$ cat src/rtl/mmio_uart_tx.sv
// mmio_uart_tx: memory-mapped 8N1 UART transmitter on the CPU data bus.
// DATA (BASE_ADDR) queues a byte into a small FIFO; STATUS (BASE_ADDR+1)
// reports {overflow, busy, full} and a write to it clears overflow.
// The line is driven from a flop and lags the FSM state by one cycle, so the
// start bit falls on the edge after the FIFO pop.
module mmio_uart_tx #(
   parameter int          CLK_HZ     = 12000000,
   parameter int          BAUD       = 115200,
   parameter logic [15:0] BASE_ADDR  = 16'h6002,
   parameter int          FIFO_DEPTH = 4
) (
   input  logic        clk,
   input  logic        reset,
   input  logic [15:0] address,
   input  logic [15:0] in,
   input  logic        load,
   output logic [15:0] out,
   output logic        sel,
   output logic        tx
);

   localparam int          DIV       = CLK_HZ / BAUD;
   localparam int          CW        = (DIV > 2) ? $clog2(DIV) : 1;
   localparam int          AW        = (FIFO_DEPTH > 2) ? $clog2(FIFO_DEPTH) : 1;
   localparam logic [CW-1:0] CNT_LAST = CW'(DIV - 1);
   localparam logic [AW:0]   CNT_FULL = (AW + 1)'(FIFO_DEPTH);
   localparam logic [15:0]   STAT_ADDR = BASE_ADDR + 16'd1;

   typedef enum logic [1:0] {
      S_IDLE,
      S_START,
      S_DATA,
      S_STOP
   } state_t;

   // serializer state
   state_t          state_q, state_d;
   logic [CW-1:0]   cnt_q, cnt_d;
   logic [2:0]      bit_q, bit_d;
   logic [7:0]      shift_q, shift_d;
   logic            tx_q, tx_d;

   // register file
   logic            ovf_q, ovf_d;
   logic [7:0]      last_q, last_d;

   // transmit FIFO
   logic [7:0]      mem_q [FIFO_DEPTH];
   logic [7:0]      mem_d [FIFO_DEPTH];
   logic [AW-1:0]   wr_ptr_q, wr_ptr_d;
   logic [AW-1:0]   rd_ptr_q, rd_ptr_d;
   logic [AW:0]     count_q, count_d;

   logic            wr_data, wr_stat;
   logic            full, empty, busy;
   logic            push, pop;
   logic            baud_done;

   assign wr_data   = load && (address == BASE_ADDR);
   assign wr_stat   = load && (address == STAT_ADDR);
   assign full      = (count_q == CNT_FULL);
   assign empty     = (count_q == '0);
   assign busy      = (state_q != S_IDLE) || !empty;
   // full is sampled before any pop on the same edge, so a write to a full
   // FIFO is dropped even while the serializer is taking the head.
   assign push      = wr_data && !full;
   assign baud_done = (cnt_q == CNT_LAST);
   assign sel       = (address == BASE_ADDR) || (address == STAT_ADDR);
   assign tx        = tx_q;

   // combinational read mux: the CPU samples inM in the same cycle
   always_comb begin
      out = '0;
      if (address == STAT_ADDR) begin
         out = {13'b0, ovf_q, busy, full};
      end else if (address == BASE_ADDR) begin
         out = {8'b0, last_q};
      end
   end

   // register updates: last byte written and sticky overflow (clear wins)
   always_comb begin
      last_d = last_q;
      ovf_d  = ovf_q;
      if (wr_data) begin
         last_d = in[7:0];
      end
      if (wr_stat) begin
         ovf_d = 1'b0;
      end else if (wr_data && full) begin
         ovf_d = 1'b1;
      end
   end

   // FIFO next state: pointers wrap naturally, count separates full/empty
   always_comb begin
      mem_d    = mem_q;
      wr_ptr_d = wr_ptr_q;
      rd_ptr_d = rd_ptr_q;
      count_d  = count_q;
      if (push) begin
         mem_d[wr_ptr_q] = in[7:0];
         wr_ptr_d        = wr_ptr_q + 1'b1;
      end
      if (pop) begin
         rd_ptr_d = rd_ptr_q + 1'b1;
      end
      case ({push, pop})
         2'b10:   count_d = count_q + 1'b1;
         2'b01:   count_d = count_q - 1'b1;
         default: count_d = count_q;
      endcase
   end

   // serializer FSM: IDLE pops, then START/DATA x8/STOP, each DIV cycles;
   // tx_d follows the current state so the line lags the state by one cycle
   always_comb begin
      state_d = state_q;
      cnt_d   = cnt_q;
      bit_d   = bit_q;
      shift_d = shift_q;
      tx_d    = 1'b1;
      pop     = 1'b0;
      case (state_q)
         S_IDLE: begin
            tx_d = 1'b1;
            if (!empty) begin
               pop     = 1'b1;
               shift_d = mem_q[rd_ptr_q];
               cnt_d   = '0;
               state_d = S_START;
            end
         end
         S_START: begin
            tx_d = 1'b0;
            if (baud_done) begin
               cnt_d   = '0;
               bit_d   = 3'd0;
               state_d = S_DATA;
            end else begin
               cnt_d = cnt_q + 1'b1;
            end
         end
         S_DATA: begin
            tx_d = shift_q[0];
            if (baud_done) begin
               cnt_d   = '0;
               shift_d = {1'b0, shift_q[7:1]};
               if (bit_q == 3'd7) begin
                  state_d = S_STOP;
               end else begin
                  bit_d = bit_q + 3'd1;
               end
            end else begin
               cnt_d = cnt_q + 1'b1;
            end
         end
         S_STOP: begin
            tx_d = 1'b1;
            if (baud_done) begin
               cnt_d   = '0;
               state_d = S_IDLE;
            end else begin
               cnt_d = cnt_q + 1'b1;
            end
         end
         default: begin
            state_d = S_IDLE;
            cnt_d   = '0;
         end
      endcase
   end

   // state registers; reset aborts any frame and forces the line high
   always_ff @(posedge clk or posedge reset) begin
      if (reset) begin
         state_q  <= S_IDLE;
         cnt_q    <= '0;
         bit_q    <= 3'd0;
         shift_q  <= 8'h00;
         tx_q     <= 1'b1;
         ovf_q    <= 1'b0;
         last_q   <= 8'h00;
         wr_ptr_q <= '0;
         rd_ptr_q <= '0;
         count_q  <= '0;
         for (int i = 0; i < FIFO_DEPTH; i++) begin
            mem_q[i] <= 8'h00;
         end
      end else begin
         state_q  <= state_d;
         cnt_q    <= cnt_d;
         bit_q    <= bit_d;
         shift_q  <= shift_d;
         tx_q     <= tx_d;
         ovf_q    <= ovf_d;
         last_q   <= last_d;
         wr_ptr_q <= wr_ptr_d;
         rd_ptr_q <= rd_ptr_d;
         count_q  <= count_d;
         for (int i = 0; i < FIFO_DEPTH; i++) begin
            mem_q[i] <= mem_d[i];
         end
      end
   end

endmodule

$ cat config.mk
export PLATFORM = sky130hd
export DESIGN_NAME = mmio_uart_tx
export DESIGN_NICKNAME = d
export VERILOG_FILES = /design/src/rtl/mmio_uart_tx.sv
export SDC_FILE = /design/constraint.sdc
export NUM_CORES = 1
export LEC_CHECK = 0
export BUFFER_PORTS_ARGS = -buffer_cell sky130_fd_sc_hd__clkbuf_2
export CAP_MARGIN = 0
export CORE_ASPECT_RATIO = 1.75
export CORE_MARGIN = 2
export CORE_UTILIZATION = 35
export CTS_CLUSTER_SIZE = 12
export DETAILED_ROUTE_END_ITERATION = 12
export GPL_TIMING_DRIVEN = 0
export PLACE_DENSITY = 0.59
export SYNTH_ARGS = -nofsm -noshare
export SYNTH_HDL_FRONTEND = slang
export SYNTH_SLANG_ARGS = --single-unit
$ cat constraint.sdc
create_clock -name clk -period 2.4 [get_ports clk]
set_input_delay 0.48 -clock clk [delete_from_list [all_inputs] [get_ports clk]]
set_output_delay 0.48 -clock clk [all_outputs]
set_load 0.05 [all_outputs]
==> key figures <==
Status
  • Status: finished, violations left
  • Failing checks: negative setup slack

Timing
  • Hold Fails Final Rpt: 0
  • F_max: 0.4155 GHz
  • RSZ-0062 raised after global routing: true
  • Setup_tns: -6.943 ps
  • Setup Skew: 4.209 ps
  • Worst slew pin tran: 845.6 ps
  • Final setup violation count: 1
  • Min Tclk post-route: 2407 ps
  • Slew HR: 43.63%
  • Pins over their slew limit: 0
  • Worst setup margin: -6.943 ps
  • Post-route clock period utilization: 100.3%

Logic synthesis
  • Post-synthesis sequential area ratio: 47.65%
  • Xor-xnor portion of the synthesized cell area: 1.691%
  • Yosys warns: 0
  • Syn Area/Cell: 12.90 µm²
  • Post-synth cell types: 45
  • Synth Area in Simple Gates: 12.18%
  • Flip-flop and latch count after synthesis: 69
  • Adder-Cell Fraction of Synth Area: 5.038%
  • Main flop type after synthesis: dfrtp_1
  • Multiplexer area fraction after synthesis: 25.19%
  • Complex-gate fraction of the synthesized area: 3.899%
  • Largest family of logic cells by synthesized area: multiplexers
  • Synthesized area: 3626 µm²
  • EDFF count, synth: 0
  • Post-synthesis cell count: 281
  • Async SR Flop Fraction: 100.0%

Detailed routing
  • DRC Markers: 0
  • Router iterations before antenna repair: 4
  • Overall routed net length: 7215 µm
  • Wire per inst: 15.38 µm
  • Via density: 5.019
  • Vias: 2354
  • ANT nets after route: 0
  • DR iter-0 viols: 40

Setup path
  • Critical Path Sink Type: flop
  • Crit-path most repeated cell: xor2_1
  • FF-to-FF setup slack: 190 ps
  • CP max-delay cell: or4_4
  • Critical path class: input port to flop
  • Buf/Inv on CP: 2
  • WP depth: 11
  • Worst r2r path cells: 4
  • Worst Path Arrival: 2630 ps
  • Worst-path cell chain: buf_8 -> nor4b_4 -> nand4_1 -> or2_4 -> or4_4 -> ha_4 -> inv_2 -> fa_2 -> xor2_1 -> nor2_1 -> xor2_1
  • CP delay by family, top: simple AND/OR/NAND/NOR gates
  • Max incr delay on CP: 500 ps
  • Critical Path RT: 2620 ps
  • Peak fanout along the critical path: 4
  • Critical Path Start Type: input port

Floorplan
  • DIE HEIGHT: 138.6 µm
  • I/O pin cnt: 53
  • Die area: 11220 µm²
  • Initial Util: 35.63%
  • Row count: 49
  • Die X: 80.94 µm
  • Core area: 10180 µm²

Clock network
  • H-tree depth: 3
  • Worst-Skew Late Latency: 340 ps
  • Clock-pin slew on the worst setup and hold paths: 60 ps
  • Root buf cell: clkbuf_16
  • CTS max path bufs: 2
  • CTS sink cnt: 69
  • CTS tree: built
  • Total CTS buffers: 9

Global routing
  • Number of global-route vias before repair: 2464
  • Largest net degree at the start of global routing: 70
  • Initial antenna violation count: 0
  • All-Layer GR Usage: 14.48%
  • Grt ovf: 0
  • First-pass GRT wire length: 12250 µm

Pwr
  • VDD IR max: 514.7 µV
  • Sequential cell fraction of total power: 35.6%
  • Sw Ratio: 31.65%
  • Part of the power in combinational logic: 27.3%
  • Leakage: 0.002150 µW
  • Switch Pwr: 1222 µW
  • Internal power: 2639 µW
  • Final total power: 3861 µW
  • PD cells: 859.1 nW/µm²
  • Clock share of power: 37.1%

Finish
  • Area grow syn2layout: 23.95%
  • ANT cells: 0
  • Commonest non-fill, non-tap cell in the layout: dfrtp_1
  • Commonest non-fill, non-tap cells in the layout: dfrtp_1 (68), mux2_2 (50), clkbuf_2 (26)
  • # fillers: 955
  • Share of cells above drive strength 1: 45.32%
  • Final-stage net count: 386
  • Final core occ: 44.16%

Worst hold path
  • Hold/Removal Path Class: input port to async pin

Flow run
  • Max-cap violations: 0

Placed design
  • Routability cong.: 0.7681
  • Hpwl dp: 5169 µm
  • Port Buffers: 34
[power groups by stage]
stage,clock [µW],sequential [µW],combinational [µW]
floorplan,0,1400,750
global placement,0,1390,965
detailed placement,0,1390,997
CTS,1470,1370,1010
global route,1520,1390,1170
finish,1430,1370,1050
[routing by layer]
metal / GRT usage (%) / wire [µm] / up-vias
met3: 3.581 / 172 / 12
met4: 6.958 / 180 / 0
li1: - / - / 1115
met1: 16.53 / 2809 / 1196
met5: 0 / 0 / -
met2: 24.66 / 4051 / 31
[worst reg2reg max path, cell delays in order (launching register included)]
cell and delay (ps):
dfrtp_1 320, clkbuf_1 620, mux4_2 620, mux2_2 270, mux2_2 260
[state kept, by name, summed over array words and instances, names as in the netlist]
register,cells
bit_q,3
cnt_q,7
count_q,3
last_q,8
mem_q,32
ovf_q,1
rd_ptr_q,2
shift_q,8
state_q,2
tx,1
wr_ptr_q,2
[stage by stage]
stage,instance area [µm²],hold slack [ps],setup slack [ps],cells
after floorplan,3687,470.5,-56.24,288
after global placement,4016,479.5,-713.4,449
after detailed placement,4019,486.1,-364.2,449
after CTS,4364,352.0,0.4299,464
after global routing,4494,363.7,-85.90,469
final,4494,296.7,-6.943,469
[final timing paths]
| check | startpoint | to |
|---|---|---|
| max | address[10] | count_q[2] |
| min | reset | count_q[0] |
| max reg2reg | rd_ptr_q[0] | shift_q[2] |
| min reg2reg | last_q[4] | last_q[4] |
| max in group asynchronous | reset | state_q[0] |
| min in group clk | address[0] | ovf_q |
[repair_timing]
action | in CTS | in global routing
pin swaps | 1 | 10
resized for setup | 6 | 37
hold endpoints to repair | 0 | 0
setup buffers | 0 | 5
setup endpoints to repair | 14 | 16
hold buffers | 0 | 0
[Yosys cell counts (7+ instances only)]
cell      number  share of area [%]
nand2_1       11                1.1
clkbuf_1       7               0.72
nor2_1        12                1.2
ha_1          13                4.5
and2_1         7                1.2
mux2_4         8                3.3
mux4_2         8                5.0
dfrtp_1       68                 47
mux2_2        50                 16
buf_4          8                1.7
inv_1         11                1.1
o21ai_0        7               0.97
[final cells by class]
class	count	area, µm²	area share (%)
Buffer	17	113.9	2.533
Clock buffer	9	225.2	5.011
Clock inverter	7	98.84	2.199
Multi-Input combinational cell	190	1853	41.23
Sequential cell	69	1728	38.45
Inverter	11	43.79	0.9744
Tap cell	127	158.9	3.536
Timing Repair Buffer	39	272.8	6.069
[cells by family after synthesis]
group / after synthesis
AOI/OAI and AO/OA: 22
other: 1
buffers and inverters: 29
DFF: 69
and+or+nand+nor: 68
xor gates and xnor gates: 7
muxes: 71
adders and majority gates: 14
(Power assumes the default switching activity.)
